$ cat src/rtl/rv32m_div_unit.sv
// RV32M DIV/DIVU/REM/REMU: 32-cycle restoring divider, 34-edge latency (1 edge for /0, overflow, cache hit).
// Execute stalls on busy; start is ignored while busy. DIV_RESULT_CACHE_EN adds a last-result cache.
module rv32m_div_unit #(
    parameter int XLEN = 32,
    parameter int AW   = 5
) (
    input  logic            clk,
    input  logic            rst_n,
    input  logic            start,
    input  logic [1:0]      op,
    input  logic [XLEN-1:0] rs1_data,
    input  logic [XLEN-1:0] rs2_data,
    input  logic [AW-1:0]   rd_addr,
    input  logic            flush,
    output logic            busy,
    output logic            done,
    output logic            wb_we,
    output logic [AW-1:0]   wb_addr,
    output logic [XLEN-1:0] wb_data
);

    typedef enum logic [2:0] {S_IDLE, S_CHECK, S_DIVIDE, S_FIXUP, S_WB} state_t;

    state_t          state_q, state_d;
    logic [5:0]      cnt_q, cnt_d;
    logic [1:0]      op_q, op_d;
    logic [AW-1:0]   rd_q, rd_d;
    logic [XLEN-1:0] a_q, a_d, b_q, b_d, q_q, q_d, r_q, r_d, dv_q, dv_d;
    logic [XLEN-1:0] wbd_q, wbd_d;
    logic [AW-1:0]   wba_q, wba_d;
    logic            we_q, we_d, done_q, done_d;

    logic            sgn, go_wb;
    logic [XLEN:0]   r_sh, diff;
    logic [XLEN-1:0] fq, fr;

    assign sgn  = ~op_q[0];
    // q_q doubles as the dividend shift register: its MSB feeds the partial remainder.
    assign r_sh = {r_q, q_q[XLEN-1]};
    assign diff = r_sh - {1'b0, dv_q};

`ifdef DIV_RESULT_CACHE_EN
    logic            cv_q, cv_d, cs_q, cs_d, hit;
    logic [XLEN-1:0] ca_q, ca_d, cb_q, cb_d, cq_q, cq_d, cr_q, cr_d;
    assign hit = cv_q && (ca_q == a_q) && (cb_q == b_q) && (cs_q == sgn);
`endif

    always_comb begin
        state_d = state_q;
        cnt_d   = cnt_q;
        op_d    = op_q;
        rd_d    = rd_q;
        a_d     = a_q;
        b_d     = b_q;
        q_d     = q_q;
        r_d     = r_q;
        dv_d    = dv_q;
        wbd_d   = wbd_q;
        wba_d   = wba_q;
        we_d    = 1'b0;
        done_d  = 1'b0;
        go_wb   = 1'b0;
        fq      = q_q;
        fr      = r_q;
`ifdef DIV_RESULT_CACHE_EN
        cv_d = cv_q;
        cs_d = cs_q;
        ca_d = ca_q;
        cb_d = cb_q;
        cq_d = cq_q;
        cr_d = cr_q;
`endif
        case (state_q)
            S_IDLE: begin
                if (start) begin
                    op_d    = op;
                    rd_d    = rd_addr;
                    a_d     = rs1_data;
                    b_d     = rs2_data;
                    state_d = S_CHECK;
                end
            end
            S_CHECK: begin
                if (b_q == '0) begin
                    fq    = {XLEN{1'b1}};
                    fr    = a_q;
                    go_wb = 1'b1;
                end else if (sgn && (a_q == {1'b1, {(XLEN-1){1'b0}}}) && (b_q == {XLEN{1'b1}})) begin
                    fq    = a_q;
                    fr    = '0;
                    go_wb = 1'b1;
`ifdef DIV_RESULT_CACHE_EN
                end else if (hit) begin
                    fq    = cq_q;
                    fr    = cr_q;
                    go_wb = 1'b1;
`endif
                end else begin
                    q_d     = (sgn && a_q[XLEN-1]) ? -a_q : a_q;
                    dv_d    = (sgn && b_q[XLEN-1]) ? -b_q : b_q;
                    r_d     = '0;
                    cnt_d   = '0;
                    state_d = S_DIVIDE;
                end
            end
            S_DIVIDE: begin
                if (!diff[XLEN]) begin
                    r_d = diff[XLEN-1:0];
                    q_d = {q_q[XLEN-2:0], 1'b1};
                end else begin
                    r_d = r_sh[XLEN-1:0];
                    q_d = {q_q[XLEN-2:0], 1'b0};
                end
                cnt_d = cnt_q + 6'd1;
                if (cnt_q == 6'd31) begin
                    cnt_d   = '0;
                    state_d = S_FIXUP;
                end
            end
            S_FIXUP: begin
                fq    = (sgn && (a_q[XLEN-1] ^ b_q[XLEN-1])) ? -q_q : q_q;
                fr    = (sgn && a_q[XLEN-1]) ? -r_q : r_q;
                go_wb = 1'b1;
            end
            S_WB: begin
                state_d = S_IDLE;
`ifdef DIV_RESULT_CACHE_EN
                cv_d = 1'b1;
                cs_d = sgn;
                ca_d = a_q;
                cb_d = b_q;
                cq_d = q_q;
                cr_d = r_q;
`endif
            end
            default: state_d = S_IDLE;
        endcase

        if (go_wb) begin
            q_d     = fq;
            r_d     = fr;
            state_d = S_WB;
            done_d  = 1'b1;
            we_d    = (rd_q != '0);
            if (rd_q != '0) begin
                wba_d = rd_q;
                wbd_d = op_q[1] ? fr : fq;
            end
        end

        // Redirect wins over everything, including a result about to be written.
        if (flush) begin
            state_d = S_IDLE;
            we_d    = 1'b0;
            done_d  = 1'b0;
            wba_d   = wba_q;
            wbd_d   = wbd_q;
`ifdef DIV_RESULT_CACHE_EN
            cv_d = 1'b0;
`endif
        end
    end

    always_ff @(posedge clk or negedge rst_n) begin
        if (!rst_n) begin
            state_q <= S_IDLE;
            cnt_q   <= '0;
            op_q    <= '0;
            rd_q    <= '0;
            a_q     <= '0;
            b_q     <= '0;
            q_q     <= '0;
            r_q     <= '0;
            dv_q    <= '0;
            wbd_q   <= '0;
            wba_q   <= '0;
            we_q    <= 1'b0;
            done_q  <= 1'b0;
`ifdef DIV_RESULT_CACHE_EN
            cv_q <= 1'b0;
            cs_q <= 1'b0;
            ca_q <= '0;
            cb_q <= '0;
            cq_q <= '0;
            cr_q <= '0;
`endif
        end else begin
            state_q <= state_d;
            cnt_q   <= cnt_d;
            op_q    <= op_d;
            rd_q    <= rd_d;
            a_q     <= a_d;
            b_q     <= b_d;
            q_q     <= q_d;
            r_q     <= r_d;
            dv_q    <= dv_d;
            wbd_q   <= wbd_d;
            wba_q   <= wba_d;
            we_q    <= we_d;
            done_q  <= done_d;
`ifdef DIV_RESULT_CACHE_EN
            cv_q <= cv_d;
            cs_q <= cs_d;
            ca_q <= ca_d;
            cb_q <= cb_d;
            cq_q <= cq_d;
            cr_q <= cr_d;
`endif
        end
    end

    assign busy    = (state_q != S_IDLE);
    assign done    = done_q;
    assign wb_we   = we_q;
    assign wb_addr = wba_q;
    assign wb_data = wbd_q;

endmodule
$ cat config.mk
export PLATFORM = sky130hd
export DESIGN_NAME = rv32m_div_unit
export DESIGN_NICKNAME = d
export VERILOG_FILES = /design/src/rtl/rv32m_div_unit.sv
export SDC_FILE = /design/constraint.sdc
export NUM_CORES = 1
export LEC_CHECK = 0
export ABC_AREA = 1
export BUFFER_PORTS_ARGS = -buffer_cell sky130_fd_sc_hd__buf_2
export CORE_MARGIN = 2
export CORE_UTILIZATION = 30
export CTS_CLUSTER_DIAMETER = 40
export CTS_CLUSTER_SIZE = 28
export DETAILED_ROUTE_END_ITERATION = 7
export PLACE_DENSITY_LB_ADDON = 0.3
export SYNTH_ARGS = -nofsm -noshare
export SYNTH_HDL_FRONTEND = slang
export SYNTH_SLANG_ARGS = --single-unit
export TNS_END_PERCENT = 1
$ cat constraint.sdc
create_clock -name clk -period 3 [get_ports clk]
set_input_delay 0 -clock clk [delete_from_list [all_inputs] [get_ports clk]]
set_output_delay 0 -clock clk [all_outputs]
set_load 0.1 [all_outputs]
==> impl_metrics.json <==
{
  "first_pass_iters": 6,
  "grt_pass1_vias": 18103,
  "p_leak_nw": 10.5,
  "ys_seq_area_share_pct": 31.6,
  "first_iter_violations": 1990,
  "grt_pass1_wl_mm": 108,
  "clkLatencyLatePin_ns": 0.57,
  "finalSetupTns_ns": 0,
  "ios": 115,
  "netlist_area_um2": 17000,
  "antenna_found_initial": 0,
  "dp.cells": 3582,
  "finalCritPeriodShare_pct": 92.8,
  "synth_cells": 2739,
  "hp-class": "input port to flop",
  "io_buffers": 114,
  "grt_max_degree": 69,
  "start_kind": "flop",
  "yosys.area_share.adder_pct": 2.91,
  "htreeDepth": 2,
  "core_area_um2": 56200,
  "endpoint_kind": "flop",
  "p_per_area_nw_per_um2": 1140,
  "wl_per_cell_um": 18.9,
  "area_growth_syn_to_layout_pct": 23.1,
  "worst_ep_required_time_ns": 3.44,
  "synth.area.mux_share_pct": 1.19,
  "antenna_left": 0,
  "start_util_pct": 30.3,
  "path_clk_slew_ns": 0.06,
  "fin_skew_ns": 0.0172,
  "hold_viol_final": 0,
  "synth.avg_cell_area_um2": 6.21,
  "cts_root_buf": "clkbuf_16",
  "yosys_warnings": 0,
  "ctsLongestPathBuffers": 3,
  "fin_util_pct": 37.3,
  "synth-simple-area-share_pct": 41.3,
  "synthArstFlopShare_pct": 100,
  "synth_top_area_share_pct": 31.6,
  "routed_via_density": 5.12,
  "nNetsFinal": 3059,
  "period_needed_ns": 2.79,
  "cts_tree": "built",
  "holdWs_ns": 0.196,
  "final_common_cell": "nand2_1",
  "max_freq_ghz": 0.359,
  "drc": 0,
  "postCtsSetupRepairBufs": 0,
  "synth-compound-area-share_pct": 10.7,
  "setup_viol": 0,
  "fill_cells": 6197,
  "grt_usage_pct": 23.7,
  "diodes": 0,
  "place.gp.congestion": 0.986,
  "hpwl_mm": 54.0,
  "synth-main-ff-cell": "dfrtp_1",
  "syn_nets": 2853,
  "drive_above_1_share_pct": 11.1,
  "layout_common_cells": "nand2_1, nand3_1, nor2_1",
  "dieArea_um2": 58600,
  "slew_headroom_pct": 52.7,
  "status": "finished clean",
  "cts_buffers": 40,
  "cp_max_fo": 4,
  "maxCapViolCount": 0,
  "rsz0062_at_grt": "false",
  "path_class": "flop to flop",
  "die_height_um": 242,
  "crit_arrival_ns": 3.23,
  "vias": 19125,
  "ir_drop_mv": 0.753,
  "slew_violations": 0,
  "synth_xor_area_share_pct": 2.88,
  "tightest_slew_ns": 0.708,
  "grt-ovfl-total": 0,
  "finalWirelength_mm": 70.4,
  "post-synth-top-area-cell": "dfrtp_1",
  "synth.area.top_cells": "dfrtp_1, nand2_1, nand3_1, nor2_1, inv_1",
  "final_cells": 3733,
  "die_w_um": 242,
  "synth_enable_flop_cells": 0,
  "core.rowCount": 87,
  "synth-seq-cells": 215,
  "synth_cell_types": 45,
  "synth_top_family_by_area": "simple AND/OR/NAND/NOR gates",
  "cts_sinks": 215
}
==> path summary, 6_finish.rpt <==
| path | endpoint | slack (ns) | start | cells after the start |
|---|---|---|---|---|
| worst max-delay path | r_q[26] | 0.21 | q_q[31] | 17 |
| worst min-delay path | b_q[8] | 0.20 | rs2_data[8] | 3 |
| worst max register to register | r_q[26] | 0.21 | q_q[31] | 17 |
| worst min register to register | wb_data[18] | 0.48 | wb_data[18] | 2 |
| max in group asynchronous | dv_q[6] | 1.46 | rst_n | 4 |
| min in group asynchronous | dv_q[4] | 0.52 | rst_n | 3 |
==> repair_timing <==
item,CTS,global route
hold buffers,77,0
setup endpoints to repair,0,27
resized for setup,0,3
endpoints found under the hold margin,290,0
==> area by class of cell <==
| cell class | instances | area (µm²) | area share, % |
|---|---|---|---|
| clock inverter | 31 | 347 | 1.66 |
| timing repair buffer | 271 | 2010 | 9.62 |
| multi-input combinational | 2120 | 10100 | 48.2 |
| sequential | 215 | 5380 | 25.7 |
| inverter | 297 | 1120 | 5.34 |
| tap | 756 | 946 | 4.52 |
| clock buffer | 43 | 1040 | 4.98 |
==> where the power goes <==
group	switching [mW]	internal [mW]
Clock	1.88	2.88
Combinational	9.69	4.08
Sequential	1.41	3.98
Total	13.0	10.9
==> cell usage after synthesis (7+ instances only) <==
cell	instances
xor2_1	39
buf_1	11
nor2_1	299
o211ai_1	18
nor2_4	7
xnor2_1	17
nand3b_1	11
dfrtp_1	215
inv_1	280
a21oi_1	118
buf_2	38
o21ai_0	126
o21ai_1	26
o22ai_1	13
nand2_1	925
nand4_1	52
mux2_2	18
inv_2	17
ha_1	38
clkbuf_1	54
nand3_1	331
nor3_1	25
==> flip-flops by register name (all words and copies together) (netlist names) <==
| signal | cells |
|---|---|
| a_q | 32 |
| b_q | 32 |
| dv_q | 32 |
| q_q | 32 |
| r_q | 32 |
| wb_data | 32 |
| cnt_q | 6 |
| rd_q | 5 |
| wb_addr | 5 |
| state_q | 3 |
| op_q | 2 |
| done | 1 |
| wb_we | 1 |
==> per-stage QoR <==
step                      cell area (µm²)  power [mW]  setup slack (ns)
final                               20900        23.9             0.215
after global routing                20900        25.7           0.00318
after CTS                           20900        23.7             0.201
after detailed placement            18800        18.8             0.222
after global placement              18800        18.8             0.254
after floorplan                     17000        14.7             0.683
==> worst max-delay path, stage by stage (launching register included) <==
cell,delay (ns)
dfrtp_1,0.43
inv_1,0.11
ha_1,0.23
fa_1,0.41
inv_1,0.07
nand2_1,0.04
nand2_1,0.07
nand2_1,0.09
o21bai_1,0.42
nand2_1,0.09
nand2_1,0.17
nand2_1,0.14
nand2_1,0.09
nand2_1,0.04
nand2_1,0.06
nand2_1,0.06
nand3_1,0.07
nand3_1,0.07
==> cell families after synthesis <==
kind of cell             Yosys count
flip-flops                       215
AND/OR/NAND/NOR                 1672
multiplexers                      18
AO/OA/AOI/OAI                    335
adder cells (fa/ha/maj)           39
buffers and inverters            404
XOR/XNOR                          56
==> routing by layer <==
layer	wire length [µm]	vias up	GRT usage [%]	share of wire, %
li1	-	9284	-	-
met2	29800	860	35.9	42
met3	6130	154	4.31	8.7
met4	3100	0	9.91	4.4
met1	31400	8827	33.0	45
met5	0	-	0	0
(Power assumes the default switching activity.)
